`config.mk`:
```
export PLATFORM = sky130hd
export DESIGN_NAME = lms_ctr_oc_mem_arb
export DESIGN_NICKNAME = d
export VERILOG_FILES = /design/src/rtl/lms_ctr_oc_mem_pkg.sv /design/src/rtl/lms_ctr_rr_arb2.sv /design/src/rtl/lms_ctr_oc_mem_arb.sv
export SDC_FILE = /design/constraint.sdc
export NUM_CORES = 1
export LEC_CHECK = 0
export BUFFER_PORTS_ARGS = -buffer_cell sky130_fd_sc_hd__buf_4
export CORE_AREA = 3 3 98 100
export DETAILED_ROUTE_END_ITERATION = 10
export DIE_AREA = 0 0 101 103
export GPL_TIMING_DRIVEN = 0
export PLACE_DENSITY_LB_ADDON = 0.12
export SLEW_MARGIN = 10
export SYNTH_ARGS = -nofsm -noshare
export SYNTH_HDL_FRONTEND = slang
export SYNTH_SLANG_ARGS = --single-unit
```
`constraint.sdc`:
```
create_clock -name clk -period 2 [get_ports clk]
set_clock_uncertainty 0.15 [all_clocks]
set_input_delay 0.3 -clock clk [delete_from_list [all_inputs] [get_ports clk]]
set_output_delay 0.3 -clock clk [all_outputs]
set_load 0.1 [all_outputs]
```
`src/rtl/lms_ctr_oc_mem_pkg.sv`:
```
// Shared definitions for the lms_ctr on-chip memory arbiter: memory geometry,
// the out-of-range read pattern and the read-return tag layout.
package lms_ctr_oc_mem_pkg;

   localparam int DEPTH  = 5888;
   localparam int ADDR_W = 13;
   localparam int DATA_W = 32;
   localparam int BE_W   = 4;

   localparam logic [DATA_W-1:0] OOR_RDATA = 32'hDEAD_BEEF;

   // Captured on every accepted read; consumed one cycle later to steer the
   // returning word to the port that issued it.
   typedef struct packed {
      logic valid;
      logic port;
      logic oor;
   } rd_tag_t;

endpackage

```
`src/rtl/lms_ctr_rr_arb2.sv`:
```
// Two-requester round-robin arbiter. The grant is combinational in the cycle
// of the request; last_grant remembers the most recent winner so that a tie
// goes to the other port.
module lms_ctr_rr_arb2
   import lms_ctr_oc_mem_pkg::*;
(
   input  logic       clk,
   input  logic       reset,
   input  logic       freeze,
   input  logic [1:0] req,
   output logic [1:0] grant,
   output logic       last_grant
);

   logic last_grant_q;

   // Grant selection: single requester wins, tie goes to the port not granted last.
   always_comb begin
      grant = 2'b00;
      if (!freeze) begin
         case (req)
            2'b01:   grant = 2'b01;
            2'b10:   grant = 2'b10;
            2'b11:   grant = last_grant_q ? 2'b01 : 2'b10;
            default: grant = 2'b00;
         endcase
      end
   end

   // Winner history; starts at 1 so port 0 takes the first tie.
   always_ff @(posedge clk) begin
      if (reset) begin
         last_grant_q <= 1'b1;
      end else if (grant[0]) begin
         last_grant_q <= 1'b0;
      end else if (grant[1]) begin
         last_grant_q <= 1'b1;
      end
   end

   assign last_grant = last_grant_q;

endmodule

```
`src/rtl/lms_ctr_oc_mem_arb.sv`:
```
// Round-robin Avalon-MM arbiter sharing the single port of the lms_ctr
// on-chip memory between the CPU data port (s0) and the DMA/config loader
// (s1). One access per cycle, one-cycle read latency, out-of-range accesses
// are accepted but never reach the memory.
module lms_ctr_oc_mem_arb
   import lms_ctr_oc_mem_pkg::*;
#(
   parameter int                DEPTH     = lms_ctr_oc_mem_pkg::DEPTH,
   parameter int                ADDR_W    = lms_ctr_oc_mem_pkg::ADDR_W,
   parameter logic [DATA_W-1:0] OOR_RDATA = lms_ctr_oc_mem_pkg::OOR_RDATA
)
(
   input  logic              clk,
   input  logic              reset,
   input  logic              freeze,

   input  logic [ADDR_W-1:0] s0_address,
   input  logic [BE_W-1:0]   s0_byteenable,
   input  logic              s0_read,
   input  logic              s0_write,
   input  logic [DATA_W-1:0] s0_writedata,
   output logic              s0_waitrequest,
   output logic [DATA_W-1:0] s0_readdata,
   output logic              s0_readdatavalid,

   input  logic [ADDR_W-1:0] s1_address,
   input  logic [BE_W-1:0]   s1_byteenable,
   input  logic              s1_read,
   input  logic              s1_write,
   input  logic [DATA_W-1:0] s1_writedata,
   output logic              s1_waitrequest,
   output logic [DATA_W-1:0] s1_readdata,
   output logic              s1_readdatavalid,

   output logic [ADDR_W-1:0] mem_address,
   output logic [BE_W-1:0]   mem_byteenable,
   output logic              mem_chipselect,
   output logic              mem_write,
   output logic [DATA_W-1:0] mem_writedata,
   output logic              mem_clken,
   input  logic [DATA_W-1:0] mem_readdata,

   output logic              oor_err
);

   // True when the word address lies inside the physical memory.
   function automatic logic addr_in_range(input logic [ADDR_W-1:0] addr);
      return ({{(32-ADDR_W){1'b0}}, addr} < DEPTH);
   endfunction

   // Returning word: the fixed pattern for blocked reads, memory data otherwise.
   function automatic logic [DATA_W-1:0] rdata_sel(input logic oor,
                                                   input logic [DATA_W-1:0] mem_data);
      return oor ? OOR_RDATA : mem_data;
   endfunction

   logic [1:0]        req;
   logic [1:0]        grant;
   logic              last_grant;
   logic              frz;
   logic              win0;
   logic              win1;

   logic              acc_p0;
   logic              sel_p0;
   logic [ADDR_W-1:0] addr_p0;
   logic [BE_W-1:0]   be_p0;
   logic [DATA_W-1:0] wdata_p0;
   logic              wr_p0;
   logic              rd_p0;
   logic              both_p0;
   logic              oor_p0;
   logic [ADDR_W-1:0] addr_hold;

   rd_tag_t           tag_p1;
   logic              oor_err_p1;
   logic              vld_p1;
   logic [DATA_W-1:0] rdata_p1;

   assign req = {s1_read | s1_write, s0_read | s0_write};

   // Reset behaves like freeze so nothing is granted while it is high.
   assign frz = freeze | reset;

   lms_ctr_rr_arb2 u_arb (
      .clk        (clk),
      .reset      (reset),
      .freeze     (frz),
      .req        (req),
      .grant      (grant),
      .last_grant (last_grant)
   );

   // A port would win if it asked now: it wins alone, or on a tie when the
   // other port was granted last. For a requesting port this equals its grant,
   // for an idle port it is the hypothetical result.
   assign win0 = !frz && (req[1] ? last_grant  : 1'b1);
   assign win1 = !frz && (req[0] ? !last_grant : 1'b1);

   assign s0_waitrequest = !win0;
   assign s1_waitrequest = !win1;

   // ---- stage p0: request mux and range check in the grant cycle ----
   // Steer the winning port's fields toward the memory.
   always_comb begin
      acc_p0   = |grant;
      sel_p0   = grant[1];
      addr_p0  = sel_p0 ? s1_address    : s0_address;
      be_p0    = sel_p0 ? s1_byteenable : s0_byteenable;
      wdata_p0 = sel_p0 ? s1_writedata  : s0_writedata;
      wr_p0    = sel_p0 ? s1_write      : s0_write;
      both_p0  = sel_p0 ? (s1_read & s1_write) : (s0_read & s0_write);
      rd_p0    = sel_p0 ? (s1_read & ~s1_write) : (s0_read & ~s0_write);
      oor_p0   = !addr_in_range(addr_p0);
   end

   // Keep the last issued address on the bus while idle.
   always_ff @(posedge clk) begin
      if (acc_p0) begin
         addr_hold <= addr_p0;
      end
   end

   assign mem_address    = acc_p0 ? addr_p0 : addr_hold;
   assign mem_byteenable = be_p0;
   assign mem_writedata  = wdata_p0;
   assign mem_chipselect = acc_p0 && !oor_p0;
   assign mem_write      = acc_p0 && wr_p0;
   assign mem_clken      = 1'b1;

   // ---- stage p1: read tag and error flag, aligned with memory read data ----
   // Tag every accepted read and flag blocked or ambiguous accesses.
   always_ff @(posedge clk) begin
      if (reset) begin
         tag_p1     <= '0;
         oor_err_p1 <= 1'b0;
      end else begin
         tag_p1.valid <= acc_p0 && rd_p0;
         tag_p1.port  <= sel_p0;
         tag_p1.oor   <= oor_p0;
         oor_err_p1   <= acc_p0 && (oor_p0 || both_p0);
      end
   end

   // A read in flight when reset rises must not surface.
   assign vld_p1   = tag_p1.valid && !reset;
   assign rdata_p1 = rdata_sel(tag_p1.oor, mem_readdata);

   assign s0_readdatavalid = vld_p1 && !tag_p1.port;
   assign s1_readdatavalid = vld_p1 &&  tag_p1.port;
   assign s0_readdata      = s0_readdatavalid ? rdata_p1 : '0;
   assign s1_readdata      = s1_readdatavalid ? rdata_p1 : '0;

   assign oor_err = oor_err_p1 && !reset;

endmodule

```
; ---- After elaboration in Yosys (flattened, before gate mapping)
; Cells that the tools add are included.
[totals]
ff_bits = 18
input_bits = 137
output_inout_bits = 121
word_cells = 56
[op_classes]
magnitude_cmp = 1
eq_ne = 3
n_mux = 17
bitwise = 9
n_reduce_logical = 20
[op_table]
columns = op, count
row1 = $mux 32, 4
row2 = $mux 13, 2
row3 = $lt 13x13->1 const B, 1
row4 = $logic_and 1x1->1, 10
row5 = $logic_not 1->1, 7
row6 = $mux 1, 7
row7 = $pmux 2 s3, 1
row8 = $and 1x1->1, 4
row9 = $eq 2x2->1 const B, 2
row10 = $mux 2, 2
row11 = $mux 4, 1
row12 = $or 1x1->1, 3
row13 = $eq 2x1->1 const B, 1
row14 = $not 1->1, 2
row15 = $reduce_bool 2->1, 1
row16 = $reduce_or 2->1, 1
row17 = $logic_or 1x1->1, 1

; ---- Longest topological paths before layout
[depth]
ltp_word = 9
ltp_mapped = 5
ltp_nobuf = 4

; ---- Modules after synthesis
; From an unflattened synthesis, not the netlist that was laid out.
[hier_totals]
hier_cells = 248
area_unflattened_um2 = 1950.6
[by_module_without_submodules]
columns = module, n_inst, cells_per_inst, area_per_inst_um2, seq_area_each_um2
row1 = lms_ctr_oc_mem_arb, 1, 240, 1880.6, 340.3
row2 = lms_ctr_rr_arb2, 1, 8, 70.1, 20.0

; ---- Least setup slack after synthesis
; OpenSTA, ideal clock, no wires.
[synth_timing]
kind = input to register
startpoint = in s0_write
endpoint = reg addr_hold[0]
setup_time_ns = 0.355
t_arrival_ns = 3.105
required_ns = 1.495
path_slack_ns = -1.610
cell_stages = 5
path_buffers = 1
cell_sequence = o21ai_2 > nand3b_4 > buf_6 > mux2i_1 > o21ai_0
[synth_via]
elab_chain_len = 6
word_cells_on_any_way = 9
cone_classes = eq/ne: 3 / mux: 4 / bitwise: 1 / reduce/logical: 1
[synth_rtl]
columns = item, line
row1 = from (decl), lms_ctr_oc_mem_arb.sv:20  ; input logic s0_write,
row2 = $or 1x1->1 (*), lms_ctr_oc_mem_arb.sv:80  ; assign req = {s1_read | s1_write, s0_read | s0_write};
row3 = $eq 2x2->1 or $eq 2x1->1 (tied branches), lms_ctr_rr_arb2.sv:21  ; case (req)
row4 = $pmux 2 s3 (*), lms_ctr_rr_arb2.sv:21
row5 = $mux 2 (*), lms_ctr_rr_arb2.sv:20  ; if (!freeze) begin
row6 = $mux 13 or $reduce_or 2->1 (tied branches), "lms_ctr_oc_mem_arb.sv:108, lms_ctr_oc_mem_arb.sv:106"
row7 = $mux 13 (*), n/a
row8 = via mem_address[0], lms_ctr_oc_mem_arb.sv:35  ; output logic [ADDR_W-1:0] mem_address,
row9 = to (signal assigned), lms_ctr_oc_mem_arb.sv:120  ; addr_hold <= addr_p0;
row10 = to (decl), lms_ctr_oc_mem_arb.sv:73  ; logic [ADDR_W-1:0] addr_hold;
; The timed path passes the listed nets; every way through them passes the cells marked *.
; A chain may end at the register's enable or synchronous reset.

; ---- Worst setup path after layout
[layout_timing]
startpoint = reg u_arb.last_grant_q, in the netlist u_arb.last_grant
endpoint = out mem_writedata[7]
[layout_via]
elab_chain_len = 4
[layout_rtl]
columns = item, line
row1 = from (decl), lms_ctr_rr_arb2.sv:15  ; logic last_grant_q;
row2 = from (signal assigned), lms_ctr_rr_arb2.sv:33  ; last_grant_q <= 1'b1;
row3 = from (signal assigned), lms_ctr_rr_arb2.sv:35  ; last_grant_q <= 1'b0;
row4 = from (signal assigned), lms_ctr_rr_arb2.sv:37  ; last_grant_q <= 1'b1;
row5 = $mux 2, lms_ctr_rr_arb2.sv:24  ; 2'b11: grant = last_grant_q ? 2'b01 : 2'b10;
row6 = $pmux 2 s3, lms_ctr_rr_arb2.sv:21
row7 = $mux 2, lms_ctr_rr_arb2.sv:20
row8 = $mux 32, lms_ctr_oc_mem_arb.sv:110  ; wdata_p0 = sel_p0 ? s1_writedata : s0_writedata;
row9 = to (decl), lms_ctr_oc_mem_arb.sv:39  ; output logic [DATA_W-1:0] mem_writedata,
; Every way passes these cells.

==> impl_metrics.json <==
{
  "status": "finished with violations",
  "violations": "negative setup slack",
  "r2r_cells": 6,
  "dp_hpwl_um": 8000,
  "power_frac_comb_pct": 73.9,
  "cts_tree": "done",
  "top_layer": "met4",
  "syn2layout_area_growth_pct": 187,
  "synth_edf_count": 0,
  "met3_wirelength_um": 838,
  "dp.cells": 607,
  "drc_errors": 0,
  "placed_area_um2": 4340,
  "num_vias": 2714,
  "postRouteAntennaNets": 0,
  "p_sw_share_pct": 50.5,
  "dominantRegCellSynth": "dfxtp_1",
  "worstSetupEndpointType": "output port",
  "ys_ff_latch": 18,
  "start_kind": "register",
  "hold_viol": 0,
  "p_leak_nw": 2.65,
  "layout.nets": 651,
  "setup_viol": 45,
  "antenna_cells": 0,
  "min_period_ns": 2.10,
  "synth_area_per_cell_um2": 7.64,
  "hold_path_startpoint": "reset",
  "synthTopCellsByArea": "mux2_4, dfxtp_1, nor2_1",
  "dieArea_um2": 10400,
  "cts_max_level": 1,
  "synth_top_cell_by_area": "mux2_4",
  "synth_top_area_share_pct": 29.1,
  "critPathMaxFanout": 10,
  "path_clk_slew_ns": 0.07,
  "cts.sinks": 18,
  "timing.rr.end": "oor_err_p1$_SDFF_PP0_",
  "setup_tns_ns": -2.70,
  "dp_slack_ns": -0.284,
  "drive_gt1_share_pct": 78.9,
  "drt-met1-wl_um": 3340,
  "io_pins": 258,
  "async_flop_share_pct": 0,
  "cap_violations": 0,
  "grt_max_degree": 11,
  "stdcell_count": 620,
  "grt_pass1_wl_um": 13900,
  "grt_usage_pct": 16.6,
  "ir_drop_mv": 0.378,
  "io_buffers": 256,
  "worst_r2r_startpoint": "u_arb.last_grant$_SDFFE_PP1N_",
  "clockBufferDepth": 2,
  "yosysSeqAreaShare_pct": 19.4,
  "yosys_warnings": 0,
  "startpoint": "u_arb.last_grant$_SDFFE_PP1N_",
  "final_area_um2": 5330,
  "synth_cell_types": 28,
  "pwr-share-seq_pct": 16.2,
  "multiInputGateArea_um2": 1860,
  "r2r_slack_ns": 0.51,
  "drt-initial-drc-count": 31,
  "timing.final.ws_setup_ns": -0.0987,
  "place_congestion": 0.743,
  "clockRootBuffer": "clkbuf_8",
  "row_count": 34,
  "whs_path_depth": 2,
  "antenna_found_initial": 0,
  "gr-total-overflow": 0,
  "grt_setup_unrepaired": "yes",
  "syn-cell-area_um2": 1860,
  "via_per_inst": 4.38,
  "hold_path_end": "tag_p1[0]$_SDFF_PP0_",
  "p_per_area_nw_per_um2": 483,
  "yosysMostFrequentCell": "nor2_1",
  "hold_class": "input pin to register",
  "finalWirelength_um": 9890,
  "cts_buffers": 3,
  "clock_latency_ns": 0.25,
  "synth_commonest_cells": "nor2_1, mux2_4, dfxtp_1, o21ai_0, nand2_1",
  "grt_pass1_vias": 2766,
  "fillers": 744,
  "seq_area_um2": 364,
  "drt-pass1-iter-count": 4,
  "syn_nets": 380,
  "p_sw_mw": 1.30,
  "path_class": "register to output port",
  "p_int_mw": 1.27,
  "critPathRequiredTime_ns": 1.55,
  "fp.dieW_um": 101,
  "drv_slew": 0,
  "post-route-util_pct": 60.8,
  "clkPwrFrac_pct": 9.9,
  "post-route-period-util_pct": 105,
  "drt-wirelength-per-cell_um": 15.9,
  "die_h_um": 103,
  "crit_arrival_ns": 1.65,
  "wl_met2_um": 5650,
  "start_util_pct": 21.2,
  "clock.fmax_mhz": 476,
  "coreArea_um2": 8760,
  "synthCells": 243
}
## worst max-delay path by stage
stage               cells after the start                to  slack (ns)
floorplan                               3   s0_readdata[23]       -0.45
global placement                        6    s1_readdata[5]       -0.27
detailed placement                      6    s1_readdata[9]       -0.28
CTS                                     7    mem_address[3]       -0.12
global route                            6   mem_address[11]       -0.15
finish                                  6  mem_writedata[7]        -0.1
## cell families (layout without fill, tap and decap cells)
| kind of cell | count (synthesis) | after routing | synth area share, % |
|---|---|---|---|
| compound gates | 25 | 25 | 7.68 |
| buf+inv | 23 | 292 | 7.01 |
| flops | 18 | 18 | 19.4 |
| mux | 50 | 50 | 36.7 |
| other cells | 1 | 1 | 0.202 |
| simple gates | 126 | 126 | 29.0 |
## metrics by stage
stage	power, mW	hold slack (ns)
floorplan	1.59	0.222
global placement	2.00	0.305
detailed placement	2.01	0.309
CTS	2.58	0.133
global route	2.67	0.130
finish	2.58	0.130
## critical path, stage by stage (launching register included)
cell and delay (ns):
dfxtp_4 0.35, o21ai_4 0.07, nand3b_4 0.15, buf_4 0.17, buf_6 0.15, mux2_4 0.33
buf_12 0.17
## final cells by class
| type | count | area share, % |
|---|---|---|
| plain buffers | 14 | 2.46 |
| clock buffers | 3 | 0.774 |
| multi-input cells | 202 | 35.0 |
| well taps | 108 | 2.53 |
| repair buffers | 269 | 52.0 |
| flip-flops and latches | 18 | 6.83 |
| inverters | 6 | 0.422 |
## cell usage in the layout (no fill, tap or decap), types with 8 or more instances in the layout
| cell | n |
|---|---|
| buf_4 | 174 |
| mux2_4 | 36 |
| nor2_2 | 16 |
| nor2_4 | 29 |
| nand2b_1 | 8 |
| mux2i_2 | 11 |
| o21ai_4 | 14 |
| nor2_1 | 48 |
| dfxtp_1 | 17 |
| buf_6 | 56 |
| buf_12 | 43 |
| nand2_1 | 15 |
## state kept, by name (all words and copies together) (netlist names)
signal / flops
oor_err_p1: 1
addr_hold: 13
u_arb.last_grant: 1
tag_p1: 3
## per-layer routing
| metal | GRT usage, % | up-vias |
|---|---|---|
| met1 | 18.0 | 1240 |
| met5 | 0 | - |
| met3 | 4.06 | 8 |
| li1 | - | 1343 |
| met2 | 33.5 | 123 |
| met4 | 1.53 | 0 |
## what timing repair did
item / in CTS / in global routing
resized for setup: 178 / 49
endpoints found under the setup margin: 115 / 90
buffers inserted: 11 / 1
hold buffers: 0 / 0
gates cloned: 1 / 0
pin swaps: 3 / 7
## power by group through the flow
stage	logic, mW	registers [mW]	clock network [mW]
final	1.90	0.418	0.254
after global routing	1.97	0.423	0.279
after CTS	1.90	0.418	0.262
after detailed placement	1.59	0.427	0
after global placement	1.57	0.425	0
after floorplan	1.17	0.423	0
No activity file was read; power rests on OpenSTA's default activity.
